`config.mk`:
```
export PLATFORM = sky130hd
export DESIGN_NAME = reg_map_arbiter
export DESIGN_NICKNAME = d
export VERILOG_FILES = /design/src/rtl/reg_map_arbiter.sv
export SDC_FILE = /design/constraint.sdc
export NUM_CORES = 1
export LEC_CHECK = 0
export BUFFER_PORTS_ARGS = -buffer_cell sky130_fd_sc_hd__buf_2
export CORE_ASPECT_RATIO = 0.9
export CORE_MARGIN = 1.5
export CORE_UTILIZATION = 50
export DETAILED_ROUTE_END_ITERATION = 8
export GPL_TIMING_DRIVEN = 0
export PLACE_DENSITY = 0.78
export SETUP_SLACK_MARGIN = 0.05
export SLEW_MARGIN = 10
export SYNTH_ARGS = -nofsm -noshare
export SYNTH_HDL_FRONTEND = slang
export SYNTH_SLANG_ARGS = --single-unit
```
`constraint.sdc`:
```
create_clock -name clk -period 3.5 [get_ports clk]
set_clock_uncertainty 0.1 [all_clocks]
set_input_delay 1.05 -clock clk [delete_from_list [all_inputs] [get_ports clk]]
set_output_delay 1.05 -clock clk [all_outputs]
set_load 0.01 [all_outputs]
```
`src/rtl/reg_map_arbiter.sv`:
```
// reg_map_arbiter
//   Shared register bank written by two sources: the I2C slave core
//   (unstallable single-cycle strobes, buffered in a one-entry pending slot)
//   and the host command path (valid/ready). At most one write commits per
//   clock. The host gets a starvation guard, and a registered host read port
//   is provided.
//
// Ports
//   clk, rst_n                 clock, asynchronous active-low reset
//   i2c_wr_stb/addr/wdata      I2C write strobe, address and data
//   i2c_rdata                  combinational read of reg[i2c_addr] (0 if out of range)
//   host_wr_valid/ready        host write handshake (ready is a combinational grant)
//   host_wr_addr/data          host write address and data
//   host_rd_req/addr           host read request (one per cycle)
//   host_rd_valid/data         read response, one cycle after the request
//   regs_flat                  all registers, reg i at [8i+7:8i]
//   commit_valid/src/addr      registered description of the write taken at the last edge
//   ovf, ovf_clr               sticky dropped-I2C-strobe flag and its clear
module reg_map_arbiter #(
  parameter int         NUM_REGS     = 4,
  parameter int         STARVE_LIMIT = 2,
  parameter logic [7:0] REG_RESET    = 8'h00
) (
  input  logic                    clk,
  input  logic                    rst_n,
  input  logic                    i2c_wr_stb,
  input  logic [7:0]              i2c_addr,
  input  logic [7:0]              i2c_wdata,
  output logic [7:0]              i2c_rdata,
  input  logic                    host_wr_valid,
  output logic                    host_wr_ready,
  input  logic [7:0]              host_wr_addr,
  input  logic [7:0]              host_wr_data,
  input  logic                    host_rd_req,
  input  logic [7:0]              host_rd_addr,
  output logic                    host_rd_valid,
  output logic [7:0]              host_rd_data,
  output logic [8*NUM_REGS-1:0]   regs_flat,
  output logic                    commit_valid,
  output logic                    commit_src,
  output logic [7:0]              commit_addr,
  output logic                    ovf,
  input  logic                    ovf_clr
);

  // A limit of 0 still needs a 1-bit counter; it simply never leaves 0,
  // which makes the host win whenever it is valid.
  localparam int CW = (STARVE_LIMIT > 0) ? $clog2(STARVE_LIMIT + 1) : 1;
  localparam int AW = (NUM_REGS > 1) ? $clog2(NUM_REGS) : 1;
  localparam logic [CW-1:0] STARVE_MAX = CW'(STARVE_LIMIT);
  localparam logic [8:0]    NUM_REGS_9 = 9'(NUM_REGS);

  logic [7:0]    regs [NUM_REGS];
  logic          pend_v;
  logic [7:0]    pend_addr;
  logic [7:0]    pend_data;
  logic [CW-1:0] starve_cnt;

  logic          host_grant;
  logic          i2c_grant;
  logic          wr_en;
  logic [7:0]    wr_addr;
  logic [7:0]    wr_data;
  logic [7:0]    rd_value;
  logic          i2c_drop;

  function automatic logic in_range(input logic [7:0] addr);
    return ({1'b0, addr} < NUM_REGS_9);
  endfunction

  // Grant: host wins when the I2C slot is empty or it has lost enough times.
  always_comb begin
    host_grant = host_wr_valid && ((starve_cnt == STARVE_MAX) || !pend_v);
    i2c_grant  = pend_v && !host_grant;
    wr_en      = host_grant || i2c_grant;
    wr_addr    = host_grant ? host_wr_addr : pend_addr;
    wr_data    = host_grant ? host_wr_data : pend_data;
    // A strobe is lost only when the slot is occupied and not draining now.
    i2c_drop   = i2c_wr_stb && pend_v && !i2c_grant;
  end

  assign host_wr_ready = host_grant;

  always_comb begin
    i2c_rdata = 8'h00;
    if (in_range(i2c_addr)) i2c_rdata = regs[i2c_addr[AW-1:0]];
  end

  always_comb begin
    rd_value = 8'h00;
    if (in_range(host_rd_addr)) rd_value = regs[host_rd_addr[AW-1:0]];
  end

  // Register array; out-of-range writes still handshake but touch nothing.
  always_ff @(posedge clk or negedge rst_n) begin
    if (!rst_n) begin
      for (int i = 0; i < NUM_REGS; i++) regs[i] <= REG_RESET;
    end else if (wr_en && in_range(wr_addr)) begin
      regs[wr_addr[AW-1:0]] <= wr_data;
    end
  end

  generate
    for (genvar gi = 0; gi < NUM_REGS; gi++) begin : g_flat
      assign regs_flat[8*gi +: 8] = regs[gi];
    end
  endgenerate

  // Pending I2C slot: reloads when empty or when its entry drains this edge.
  always_ff @(posedge clk or negedge rst_n) begin
    if (!rst_n) begin
      pend_v    <= 1'b0;
      pend_addr <= 8'h00;
      pend_data <= 8'h00;
    end else if (i2c_wr_stb && (!pend_v || i2c_grant)) begin
      pend_v    <= 1'b1;
      pend_addr <= i2c_addr;
      pend_data <= i2c_wdata;
    end else if (i2c_grant) begin
      pend_v    <= 1'b0;
    end
  end

  // Counts consecutive host losses; cannot exceed the limit because the
  // host is granted as soon as the limit is reached.
  always_ff @(posedge clk or negedge rst_n) begin
    if (!rst_n) begin
      starve_cnt <= '0;
    end else if (host_wr_valid && !host_grant) begin
      starve_cnt <= starve_cnt + CW'(1);
    end else begin
      starve_cnt <= '0;
    end
  end

  // Setting wins over clearing so a drop in the clear cycle is not lost.
  always_ff @(posedge clk or negedge rst_n) begin
    if (!rst_n) begin
      ovf <= 1'b0;
    end else if (i2c_drop) begin
      ovf <= 1'b1;
    end else if (ovf_clr) begin
      ovf <= 1'b0;
    end
  end

  // src/addr hold the last committed write; valid marks the edge it happened.
  always_ff @(posedge clk or negedge rst_n) begin
    if (!rst_n) begin
      commit_valid <= 1'b0;
      commit_src   <= 1'b0;
      commit_addr  <= 8'h00;
    end else begin
      commit_valid <= wr_en;
      if (wr_en) begin
        commit_src  <= host_grant;
        commit_addr <= wr_addr;
      end
    end
  end

  // Read samples pre-write contents: regs still holds the old value here.
  always_ff @(posedge clk or negedge rst_n) begin
    if (!rst_n) begin
      host_rd_valid <= 1'b0;
      host_rd_data  <= 8'h00;
    end else begin
      host_rd_valid <= host_rd_req;
      if (host_rd_req) host_rd_data <= rd_value;
    end
  end

endmodule

```
==> run_results.csv, run 1 <==
group,metric,value,unit
status,status,"finished clean",
grt,grt-ovfl-total,0,
clocking,clk-insertion-delay-late,350,ps
logic_synthesis,syn-num-nets,319,
route,vias,2668,
place,gp_congestion,0.802,
timing,rsz0062_at_grt,"no",
power,pwr-share-comb,21.6,%
route,vias_per_cell,5.55,
timing,hold_slack,342,ps
setup_path,worstSetupPathType,"primary input to primary output",
timing,period_minus_slack,3400,ps
setup_path,end_kind,"primary output",
setup_path,r2r_start,"starve_cnt[0]",
logic_synthesis,synthFlopType,"dfrtp_1",
place,dp_slack,-228,ps
route,wire_per_inst,17.7,um
min_path,min_path_cells,1,
place,dp_hpwl,6260,um
logic_synthesis,yosys-top-cells-area,"dfrtp_1 (51%), mux4_2 (10%), mux2_2 (7.5%)",
power,peakVddDrop,0.315,mV
setup_path,setup.worst_path.start_class,"primary input",
timing,setup_ws,99.3,ps
clocking,cts_tree,"yes",
finish,fin_cells,481,
finish,n_antenna_cell,0,
finish,final_common_cell,"buf_2",
floorplan,initial_core_util,52.2,%
logic_synthesis,synth-seq-area-share,51.4,%
logic_synthesis,synth_edf_count,0,
min_path,worstHoldStart,"starve_cnt[0]",
logic_synthesis,synthArstFlopShare,100,%
floorplan,die_w,90.6,um
floorplan,row_count,28,
timing,slew_headroom,43.2,%
timing,fmax,294,MHz
power,p_per_area,561,nW/um^2
timing,finalSetupViolCount,0,
logic_synthesis,ys_ff_latch,71,
clocking,htreeDepth,3,
finish,area_growth,27.3,%
clocking,clk_path_buf_depth,2,
power,leakagePower,0.00218,uW
place,post-place-cells,465,
grt,antenna_found_initial,0,
logic_synthesis,synth_cells,272,
flow_run,drv_cap,0,
setup_path,crit_fanout,9,
power,clockPowerShare,35.6,%
setup_path,required,2350,ps
power,power_report.internal_total,1760,uW
power,switching_power,704,uW
logic_synthesis,synth_top_area_share,51.4,%
grt,grt_max_degree,40,
setup_path,ff2ff_setup_slack,580,ps
timing,tightest_slew,845,ps
setup_path,timing.rr.end,"regs_flat[26]",
place,port_buffers,102,
min_path,worstHoldEndpoint,"starve_cnt[0]",
route,drc,0,
min_path,hp-class,"flip-flop to flip-flop",
finish,finalCoreUtilization,66.4,%
route,drt-initial-drc-count,133,
power,switching_share,28.6,%
finish,mostFrequentLayoutCells,"buf_2 (103), dfrtp_1 (71), mux2_2 (23)",
finish,layout-drive-gt1-share,46.5,%
logic_synthesis,yosysWarnings,0,
grt,track_usage,24.3,%
logic_synthesis,synth_top_cell_by_area,"dfrtp_1",
clocking,path_clk_slew,80,ps
finish,final_nets,433,
setup_path,reg2reg_depth,9,
logic_synthesis,syn_avg_cell_area,12.7,sq um
grt,grt_pass1_wl,13500,um
floorplan,core_area,6620,sq um
clocking,clock-sinks,71,
clocking,root_buffer,"clkbuf_8",
timing,maxSlewViolCount,0,
setup_path,cp.arrival,2250,ps
floorplan,dieArea,7420,sq um
logic_synthesis,synth_cell_types,38,
logic_synthesis,syn_area,3450,sq um
clocking,numCtsBuffers,9,
power,pwr-share-seq,42.8,%
route,postRouteAntennaNets,0,
route,routed_wl,8510,um
floorplan,io_pins,107,
grt,grt_pass1_vias,2640,
timing,hold_viol,0,
floorplan,die_h,81.9,um
timing,period_share,97.2,%
route,first_pass_iters,5,
[synth_stat cells (all sizes together) (2+ instances only)]
library cell,count
buf,6
and2b,2
a2111oi,2
inv,20
a21oi,14
mux2,36
nand2,22
nor2,10
dfrtp,71
clkbuf,7
mux4,16
nor4,2
o21ai,9
nand3,8
a211o,2
mux2i,14
a31oi,6
nor3b,2
and3,9
[cell families (layout without fill, tap and decap cells)]
| kind of cell | after synthesis | count (layout) | synth area share [%] |
|---|---|---|---|
| flip-flops | 71 | 71 | 51.4 |
| multiplexers | 66 | 66 | 27.3 |
| AND/OR/NAND/NOR | 63 | 63 | 9.34 |
| AO/OA/AOI/OAI | 37 | 37 | 7.39 |
| buffers and inverters | 34 | 153 | 4.16 |
| adder cells (fa/ha/maj) | 1 | 1 | 0.362 |
[what timing repair did]
action                     in CTS  in global routing
pin swaps                       0                  0
hold buffers                    0                  0
resized for setup               2                  3
hold endpoints to repair        0                  0
setup buffers                   0                  0
setup endpoints to repair       8                  3
[power groups by stage]
stage	registers [uW]	logic (uW)	clock network [uW]
finish	1060	532	878
global route	1070	577	923
CTS	1050	533	889
detailed placement	1070	530	0
global placement	1060	509	0
floorplan	1090	274	0
[area by class of cell]
type | count | area (sq um)
plain buffers | 13 | 66.3
clock buffers | 9 | 124
clock inverters | 7 | 144
fillers | 503 | 2220
inverters | 21 | 82.6
multi-input cells | 167 | 1560
flip-flops and latches | 71 | 1780
well taps | 90 | 113
repair buffers | 103 | 533
[how the worst max path moves through the flow]
stage | start | to | slack (ps)
5_1_grt | i2c_addr[0] | i2c_rdata[7] | 70
3_3_place_gp | i2c_addr[3] | i2c_rdata[7] | -420
6_report | i2c_addr[1] | i2c_rdata[7] | 100
3_5_place_dp | i2c_addr[0] | i2c_rdata[7] | -230
2_1_floorplan | i2c_addr[0] | i2c_rdata[4] | 100
4_1_cts | i2c_addr[0] | i2c_rdata[7] | 80
[sequential cells by signal, summed over array words and instances, names as in the netlist]
register,count
pend_addr,8
commit_src,1
commit_valid,1
commit_addr,8
host_rd_data,8
pend_data,8
host_rd_valid,1
pend_v,1
ovf,1
starve_cnt,2
regs_flat,32
[worst max-delay path, cell delays in order]
cell    delay [ps]
buf_1          450
mux4_2         410
and3_1         210
buf_2          140
[through the flow]
stage	total power, uW	instance area (sq um)	setup TNS, ps
detailed placement	1600	4110	-1540
CTS	2470	4380	0
global placement	1570	4080	-3140
global route	2570	4400	0
finish	2470	4400	0
floorplan	1360	3450	0
[layer usage]
metal  part of all wire (%)  track usage, %
met1                     44            32.2
met2                     48            38.9
met3                    5.3            4.54
met4                    2.2            12.5
met5                      0               0
Power figures use the tool's default switching activity.
==> run 2: changes to the inputs <==
--- a/config.mk
+++ b/config.mk
@@ -6,12 +6,14 @@
 export NUM_CORES = 1
 export LEC_CHECK = 0
 export BUFFER_PORTS_ARGS = -buffer_cell sky130_fd_sc_hd__buf_2
+export CELL_PAD_IN_SITES_DETAIL_PLACEMENT = 1
+export CELL_PAD_IN_SITES_GLOBAL_PLACEMENT = 2
 export CORE_ASPECT_RATIO = 0.9
 export CORE_MARGIN = 1.5
-export CORE_UTILIZATION = 50
+export CORE_UTILIZATION = 33
 export DETAILED_ROUTE_END_ITERATION = 8
 export GPL_TIMING_DRIVEN = 0
-export PLACE_DENSITY = 0.78
+export PLACE_DENSITY_LB_ADDON = 0.1
 export SETUP_SLACK_MARGIN = 0.05
 export SLEW_MARGIN = 10
 export SYNTH_ARGS = -nofsm -noshare
==> run 2 against run 1 <==
  * Core utilization decreased by 23 points
  * Register-to-register slack better by 30 ps
  * Highest routed layer unchanged
  * Combinational power fell by 0.9%
  * Die area increased by 50%
  * Largest cell class unchanged
==> run_results.csv, run 2 (same netlist as run 1, synthesis figures left out) <==
group,metric,value,unit
setup_path,end_kind,"primary output",
route,wl_met2,4220,um
finish,layout-drive-gt1-share,46.8,%
timing,rsz0062_at_grt,"no",
timing,slew_headroom,31.9,%
finish,final_nets,433,
floorplan,initial_core_util,33.9,%
route,first_pass_iters,4,
floorplan,dieArea,11100,sq um
route,wire_per_inst,18.5,um
timing,finalSetupViolCount,0,
clocking,clk-insertion-delay-late,330,ps
finish,largest_reg_flops,32,
place,gp_congestion,0.774,
route,vias,2588,
setup_path,crit_fanout,9,
setup_path,path_cells,"clkbuf_4 -> mux4_2 -> and3_1 -> buf_2",
floorplan,core_area,10200,sq um
setup_path,slowest_stage,"mux4_2",
power,p_per_area,558,nW/um^2
setup_path,slowest_delay,520,ps
power,power_report.internal_total,1780,uW
finish,final_common_cell,"buf_2",
timing,tightest_slew,1010,ps
power,switching_share,28.7,%
place,placed_area,4160,sq um
floorplan,row_count,35,
setup_path,cp_top_family,"multiplexers",
power,switching_power,717,uW
route,wl_met3,431,um
timing,setup_tns,0,ps
grt,grt_max_degree,38,
timing,period_share,94.6,%
finish,fin_cells,520,
floorplan,die_w,111,um
setup_path,worstSetupPathType,"primary input to primary output",
finish,area_growth,29.6,%
clocking,htreeDepth,3,
grt,grt-ovfl-total,0,
setup_path,setup.worst_path.start_class,"primary input",
finish,final_cell_area,4480,sq um
clocking,numCtsBuffers,9,
grt,track_usage,18.1,%
clocking,clock-sinks,71,
route,highest_layer,"met4",
timing,fmax,302,MHz
power,clockPowerShare,36.5,%
timing,hold_viol,0,
power,pwr-share-seq,42.4,%
route,postRouteAntennaNets,0,
finish,mostFrequentLayoutCells,"buf_2 (102), dfrtp_1 (71), mux2_2 (23)",
place,post-place-cells,504,
grt,grt_pass1_wl,15300,um
floorplan,die_h,100,um
setup_path,cp_num_buf_inv,2,
flow_run,drv_cap,0,
route,drt-initial-drc-count,53,
power,peakVddDrop,0.278,mV
route,m1WireLength,4860,um
power,leakagePower,0.00221,uW
route,vias_per_cell,4.98,
route,drc,0,
status,status,"finished clean",
finish,finalCoreUtilization,43.9,%
route,routed_wl,9620,um
timing,period_minus_slack,3310,ps
clocking,root_buffer,"clkbuf_16",
finish,n_antenna_cell,0,
grt,grt_pass1_vias,2685,
grt,antenna_found_initial,0,
clocking,clk_path_buf_depth,2,
min_path,hp-class,"flip-flop to flip-flop",
clocking,path_clk_slew,50,ps
setup_path,cp.arrival,2160,ps
place,dp_hpwl,7170,um
setup_path,ff2ff_setup_slack,610,ps
place,port_buffers,102,
clocking,cts_tree,"yes",
setup_path,required,2350,ps
floorplan,io_pins,107,
power,pwr-share-comb,21.1,%
timing,maxSlewViolCount,0,
run 2: cell types whose count changed in the layout (fill, tap and decap cells not counted), sizes merged:
cell,previous run,this run
bufinv,4,1
clkbuf,15,18
buf,110,108
clkinv,0,4
clkinvlp,3,2
inv,21,20
run 2: layout make-up:
type                       instances  area, sq um
clock buffer                      10          239
inverter                          21         80.1
buffer                            13         70.1
timing repair buffer             103          533
tap                              129          161
fill                            1115         5730
clock inverter                     6         60.1
multi-input combinational        167         1560
sequential                        71         1780
run 2: layer usage:
layer / vias up / track usage (%)
li1: 1218 / -
met1: 1283 / 26.6
met2: 76 / 27.2
met3: 11 / 3.50
met4: 0 / 5.62
met5: - / 0
run 2: through the flow:
step | hold WS [ps] | power (uW) | setup WS (ps)
2_1_floorplan | 307 | 1360 | 101
3_3_place_gp | 323 | 1590 | -482
3_5_place_dp | 324 | 1610 | -271
4_1_cts | 357 | 2540 | 56.1
5_1_grt | 385 | 2620 | 116
6_report | 358 | 2500 | 190
run 2: timing repair:
action / CTS / global route
setup endpoints to repair: 9 / 9
setup buffers: 0 / 0
resized for setup: 3 / 4
hold buffers: 0 / 0
hold endpoints to repair: 0 / 0
pin swaps: 0 / 0
run 2: path summary, 6_finish.rpt:
path,startpoint,to,depth (start not counted)
setup / recovery,i2c_addr[0],i2c_rdata[4],4
min in group asynchronous,rst_n,ovf,1
hold reg to reg,starve_cnt[0],starve_cnt[0],1
max in group asynchronous,rst_n,host_rd_data[4],2
setup reg to reg,starve_cnt[0],regs_flat[24],9
hold / removal,starve_cnt[0],starve_cnt[0],1
run 2: worst reg2reg max path, cell delays in order, from the launching register on:
cell	delay, ps
dfrtp_1	380
inv_1	60
ha_1	160
nand2b_1	110
clkbuf_1	330
nand2_2	230
mux2i_1	660
and2b_1	280
buf_6	160
mux2_4	300
run 2: power by group through the flow:
| stage | sequential [uW] | combinational (uW) | clock [uW] |
|---|---|---|---|
| finish | 1060 | 527 | 913 |
| global route | 1080 | 576 | 968 |
| CTS | 1060 | 537 | 939 |
| detailed placement | 1070 | 533 | 0 |
| global placement | 1070 | 521 | 0 |
| floorplan | 1090 | 274 | 0 |
